--- src/rtl/matmul_engine.sv ---
// Sequential N x N matrix multiplier: one MAC per ISSUE/WAIT/MAC triple, one R write per element.
// Strobes, addresses and flags are registered from the next state, so they are glitch-free and reset to 0.
module matmul_engine #(
  parameter int N = 2
) (
  input  logic       clk,
  input  logic       rst,
  input  logic       start,
  output logic       read_A,
  output logic       read_B,
  output logic [5:0] read_address_A,
  output logic [5:0] read_address_B,
  input  logic [7:0] data_A,
  input  logic [7:0] data_B,
  output logic       write_R,
  output logic [5:0] write_address_R,
  output logic [7:0] write_value_R,
  output logic       busy,
  output logic       done,
  output logic       ovf
);

  // state | meaning
  // IDLE  | waiting for a start rising edge
  // ISSUE | read strobes for A[i][k], B[k][j]
  // WAIT  | memory latency slot
  // MAC   | acc += A*B, step k
  // WRITE | write acc[7:0] to R[i][j]
  // NEXT  | clear acc/k, step j then i
  // DONE  | one-cycle done pulse
  typedef enum logic [2:0] {
    S_IDLE  = 3'd0,
    S_ISSUE = 3'd1,
    S_WAIT  = 3'd2,
    S_MAC   = 3'd3,
    S_WRITE = 3'd4,
    S_NEXT  = 3'd5,
    S_DONE  = 3'd6
  } state_t;

  localparam logic [2:0] NM1 = 3'(N - 1);
  localparam logic [5:0] NW  = 6'(N);

  state_t      state_q, state_d;
  logic        start_q;
  logic [2:0]  i_q, i_d, j_q, j_d, k_q, k_d;
  logic [19:0] acc_q, acc_d;
  logic [15:0] prod;
  logic        accept;

  logic       read_q, read_d, write_q, write_d;
  logic [5:0] addr_a_q, addr_a_d, addr_b_q, addr_b_d, waddr_q, waddr_d;
  logic [7:0] wval_q, wval_d;
  logic       busy_q, busy_d, done_q, done_d, ovf_q, ovf_d;

  function automatic logic [5:0] idx(input logic [2:0] row, input logic [2:0] col);
    return {3'b000, row} * NW + {3'b000, col};
  endfunction

  assign prod   = data_A * data_B;
  assign accept = (state_q == S_IDLE) && start && !start_q;

  // start_q resets high so a start already asserted at reset release is not an edge
  always_ff @(posedge clk or posedge rst) begin
    if (rst) begin
      state_q  <= S_IDLE;
      start_q  <= 1'b1;
      i_q      <= '0;
      j_q      <= '0;
      k_q      <= '0;
      acc_q    <= '0;
      read_q   <= 1'b0;
      write_q  <= 1'b0;
      addr_a_q <= '0;
      addr_b_q <= '0;
      waddr_q  <= '0;
      wval_q   <= '0;
      busy_q   <= 1'b0;
      done_q   <= 1'b0;
      ovf_q    <= 1'b0;
    end else begin
      state_q  <= state_d;
      start_q  <= start;
      i_q      <= i_d;
      j_q      <= j_d;
      k_q      <= k_d;
      acc_q    <= acc_d;
      read_q   <= read_d;
      write_q  <= write_d;
      addr_a_q <= addr_a_d;
      addr_b_q <= addr_b_d;
      waddr_q  <= waddr_d;
      wval_q   <= wval_d;
      busy_q   <= busy_d;
      done_q   <= done_d;
      ovf_q    <= ovf_d;
    end
  end

  always_comb begin
    state_d = state_q;
    i_d     = i_q;
    j_d     = j_q;
    k_d     = k_q;
    acc_d   = acc_q;
    case (state_q)
      S_IDLE: begin
        if (accept) begin
          state_d = S_ISSUE;
          i_d     = '0;
          j_d     = '0;
          k_d     = '0;
          acc_d   = '0;
        end
      end
      S_ISSUE: state_d = S_WAIT;
      S_WAIT:  state_d = S_MAC;
      S_MAC: begin
        acc_d = acc_q + {4'b0000, prod};
        if (k_q < NM1) begin
          k_d     = k_q + 3'd1;
          state_d = S_ISSUE;
        end else begin
          state_d = S_WRITE;
        end
      end
      S_WRITE: state_d = S_NEXT;
      S_NEXT: begin
        acc_d = '0;
        k_d   = '0;
        if (j_q == NM1) begin
          j_d = '0;
          if (i_q == NM1) begin
            state_d = S_DONE;
          end else begin
            i_d     = i_q + 3'd1;
            state_d = S_ISSUE;
          end
        end else begin
          j_d     = j_q + 3'd1;
          state_d = S_ISSUE;
        end
      end
      S_DONE:  state_d = S_IDLE;
      default: state_d = S_IDLE;
    endcase
  end

  always_comb begin
    read_d   = (state_d == S_ISSUE);
    write_d  = (state_d == S_WRITE);
    busy_d   = (state_d != S_IDLE);
    done_d   = (state_d == S_DONE);
    addr_a_d = addr_a_q;
    addr_b_d = addr_b_q;
    waddr_d  = waddr_q;
    wval_d   = wval_q;
    ovf_d    = ovf_q;
    if (accept) ovf_d = 1'b0;
    if (state_d == S_ISSUE) begin
      addr_a_d = idx(i_d, k_d);
      addr_b_d = idx(k_d, j_d);
    end
    if (state_d == S_WRITE) begin
      waddr_d = idx(i_d, j_d);
      wval_d  = acc_d[7:0];
      if (acc_d[19:8] != '0) ovf_d = 1'b1;
    end
  end

  assign read_A          = read_q;
  assign read_B          = read_q;
  assign read_address_A  = addr_a_q;
  assign read_address_B  = addr_b_q;
  assign write_R         = write_q;
  assign write_address_R = waddr_q;
  assign write_value_R   = wval_q;
  assign busy            = busy_q;
  assign done            = done_q;
  assign ovf             = ovf_q;

endmodule

--- config.mk ---
export PLATFORM = sky130hd
export DESIGN_NAME = matmul_engine
export DESIGN_NICKNAME = d
export VERILOG_FILES = /design/src/rtl/matmul_engine.sv
export SDC_FILE = /design/constraint.sdc
export NUM_CORES = 1
export LEC_CHECK = 0
export ABC_AREA = 1
export CAP_MARGIN = 20
export CORE_ASPECT_RATIO = 1.4
export CORE_MARGIN = 2
export CORE_UTILIZATION = 64
export DETAILED_ROUTE_END_ITERATION = 7
export GPL_TIMING_DRIVEN = 0
export PLACE_DENSITY = 0.95
export SYNTH_ARGS = -nofsm -noshare
export SYNTH_HDL_FRONTEND = slang
export SYNTH_SLANG_ARGS = --single-unit
--- constraint.sdc ---
create_clock -name clk -period 5.8 [get_ports clk]
set_input_delay 1.16 -clock clk [delete_from_list [all_inputs] [get_ports clk]]
set_output_delay 1.16 -clock clk [all_outputs]
set_load 0.02 [all_outputs]
==> impl_metrics.yaml <==
floorplan:
  dieArea_um2: 9940
  die_y_um: 117
  ioPinCount: 51
  core-area_um2: 8980
  initial_utilization_pct: 65.2
  rows: 41
  die_w_um: 84.8
finish:
  syn2layout_area_growth_pct: 13.9
  antennaDiodeCount: 0
  final_cells: 945
  drive_gt1_share_pct: 5.97
  nets: 955
  num-fill-cells: 630
worst_hold_path:
  hold_path_class: "reg2reg"
yosys:
  synth_ff_type: "dfrtp_1"
  yosys_warnings: 0
  yosys.area.top_type: "dfrtp_1"
  synthTopCellsByCount: "nand2_1, inv_1, dfrtp_1, fa_1, ha_1"
  synth_seq_area_share_pct: 26.1
  ys_seq_elements: 61
  synthTopCellsByArea: "dfrtp_1, fa_1, nand2_1"
  syn_area_um2: 5850
  async_flop_share_pct: 100
  synth_enable_flop_cells: 0
  netlist_instances: 788
  synth_area_per_cell_um2: 7.43
  synth_top_area_share_pct: 25.6
  ys_types: 36
  yosys.cell_count.top_type: "nand2_1"
timing:
  slew_headroom_pct: 59.6
  fin_worst_skew_ns: 0.00626
  timing.final.crit_share_pct: 94.7
  max_freq_mhz: 182
  layout_min_cycle_time_ns: 5.49
  setup_tns_ns: 0
  tightest_slew_ns: 0.600
  setup_viol: 0
  rsz0062_at_grt: "no"
  final-max-slew-violation-count: 0
  hold_viol: 0
setup_path:
  endpoint_kind: "register"
  critical_path_class: "in2reg"
  arrival_ns: 5.69
  required_ns: 6.00
  cp-start-kind: "primary input"
  worstPathMaxFanout: 8
route:
  route.vias.total: 4960
  drcViolationCount: 0
  postRouteAntennaNets: 0
  wl_um: 13100
  firstDrtPassIters: 6
  wl_per_cell_um: 13.9
  vias_per_cell: 5.25
  drtIter0Drc: 279
cts:
  cts_hold_buf: 0
  path_clk_slew_ns: 0.05
  clockBufferDepth: 2
  cts_root_buffer: "clkbuf_16"
  cts_setup_buffers: 0
  cts_sinks: 61
  cts_tree: "yes"
  cts_buffers: 9
  clk_latency_ns: 0.33
  htreeDepth: 3
  cts_resized: 0
global_route:
  grt_pass1_wl_um: 22200
  grt_max_degree: 36
  grt_usage_pct: 28.4
  antenna_found_initial: 0
  grt_overflow: 0
  grt_pass1_vias: 5108
power_and_ir_drop:
  ir_drop_uv: 362
  powerDensity_nw_per_um2: 509
  total_power_mw: 3.39
  power.leakage_nw: 3.91
outcome:
  status: "completed"
placement:
  dp_hpwl_um: 10500
  gp_congestion: 0.931
  dpl.cell_count: 929
  port-buffer-count: 31
run:
  drv_cap: 0
[placed cells by master (no fill, tap or decap), types with 2 or more instances in the layout]
cell / instances
a21oi_1: 21
a22o_1: 2
buf_2: 4
buf_4: 4
buf_6: 2
bufinv_16: 3
clkbuf_1: 18
clkbuf_16: 9
clkdlybuf4s50_1: 31
conb_1: 3
dfrtp_1: 60
fa_1: 53
ha_1: 50
inv_1: 201
inv_2: 8
nand2_1: 237
nand2_2: 2
nand3_1: 38
nand3_2: 5
nand3b_1: 2
nand4_1: 5
nor2_1: 32
nor2_2: 2
nor3_1: 4
o21ai_0: 9
o21ai_1: 11
o22ai_1: 5
xor2_1: 3
[worst max-delay path, cell delays in order]
cell	delay [ns]
clkbuf_1	0.33
nand2_1	0.14
fa_1	0.51
fa_1	0.55
inv_1	0.07
fa_1	0.54
inv_1	0.06
fa_1	0.55
inv_1	0.05
ha_1	0.37
nand2_1	0.14
nor2_1	0.17
nand3_1	0.13
nand3_1	0.10
nand2_1	0.05
nand3_1	0.11
nand2_1	0.09
nor2_1	0.12
nand2_1	0.07
nor2_1	0.10
nand2_1	0.12
nand2_1	0.09
nand2_1	0.08
[power breakdown]
part           internal (mW)  switching [mW]
combinational          0.796            1.45
sequential             0.495          0.0471
clock                  0.430           0.178
[sequential cells by signal, indices dropped and copies added (netlist names)]
register / flops
write_address_R: 5
read_A: 1
state_q: 3
k_q: 3
i_q: 3
done: 1
read_address_B: 5
j_q: 3
write_value_R: 8
write_R: 1
read_address_A: 5
start_q: 1
acc_q: 20
ovf: 1
busy: 1
[layout make-up]
type / count / area (µm²) / area share, %
Inverter: 210 / 793 / 11.9
Timing Repair Buffer: 32 / 330 / 4.95
Clock inverter: 4 / 95.1 / 1.43
Clock buffer: 12 / 246 / 3.70
Multi-Input combinational cell: 493 / 3410 / 51.1
Sequential cell: 61 / 1530 / 22.9
Buffer: 26 / 133 / 1.99
Tap cell: 107 / 134 / 2.01
[metrics by stage]
stage	hold slack, ns	util [%]	setup WS [ns]	instance area, µm²
after CTS	0.485	74.3	0.380	6670
final	0.482	74.3	0.307	6670
after detailed placement	0.471	70.5	0.0428	6330
after global routing	0.508	74.3	0.0148	6670
after floorplan	0.468	-	0.704	5860
after global placement	0.463	70.2	0.194	6310
[routing by layer]
metal	wire length (µm)	global-route usage (%)	share of wire, %
met5	0	0	0
met4	608	15.2	4.6
met3	568	3.79	4.3
met2	7160	54.7	55
met1	4770	29.9	36
[cell families after synthesis]
| kind of cell | synth area share, % |
|---|---|
| and+or+nand+nor | 24.2 |
| buffers and inverters | 15.8 |
| other | 0.0641 |
| xor gates and xnor gates | 0.449 |
| AOI/OAI and AO/OA | 4.62 |
| adders and majority gates | 28.8 |
| DFF | 26.1 |
[path summary, 6_finish.rpt]
check                                               start                        endpoint  slack (ns)  depth (start not counted)
hold / removal             write_address_R[0]$_DFFE_PP0P_  write_address_R[0]$_DFFE_PP0P_        0.48                          2
setup reg to reg                       acc_q[7]$_DFF_PP0_                   ovf$_DFF_PP0_        1.29                         22
hold reg to reg            write_address_R[0]$_DFFE_PP0P_  write_address_R[0]$_DFFE_PP0P_        0.48                          2
max in group asynchronous                             rst             acc_q[12]$_DFF_PP0_        3.98                          3
setup / recovery                                data_A[1]                   ovf$_DFF_PP0_        0.31                         23
min in group asynchronous                             rst              acc_q[3]$_DFF_PP0_        1.23                          2
No activity file was read; power rests on OpenSTA's default activity.
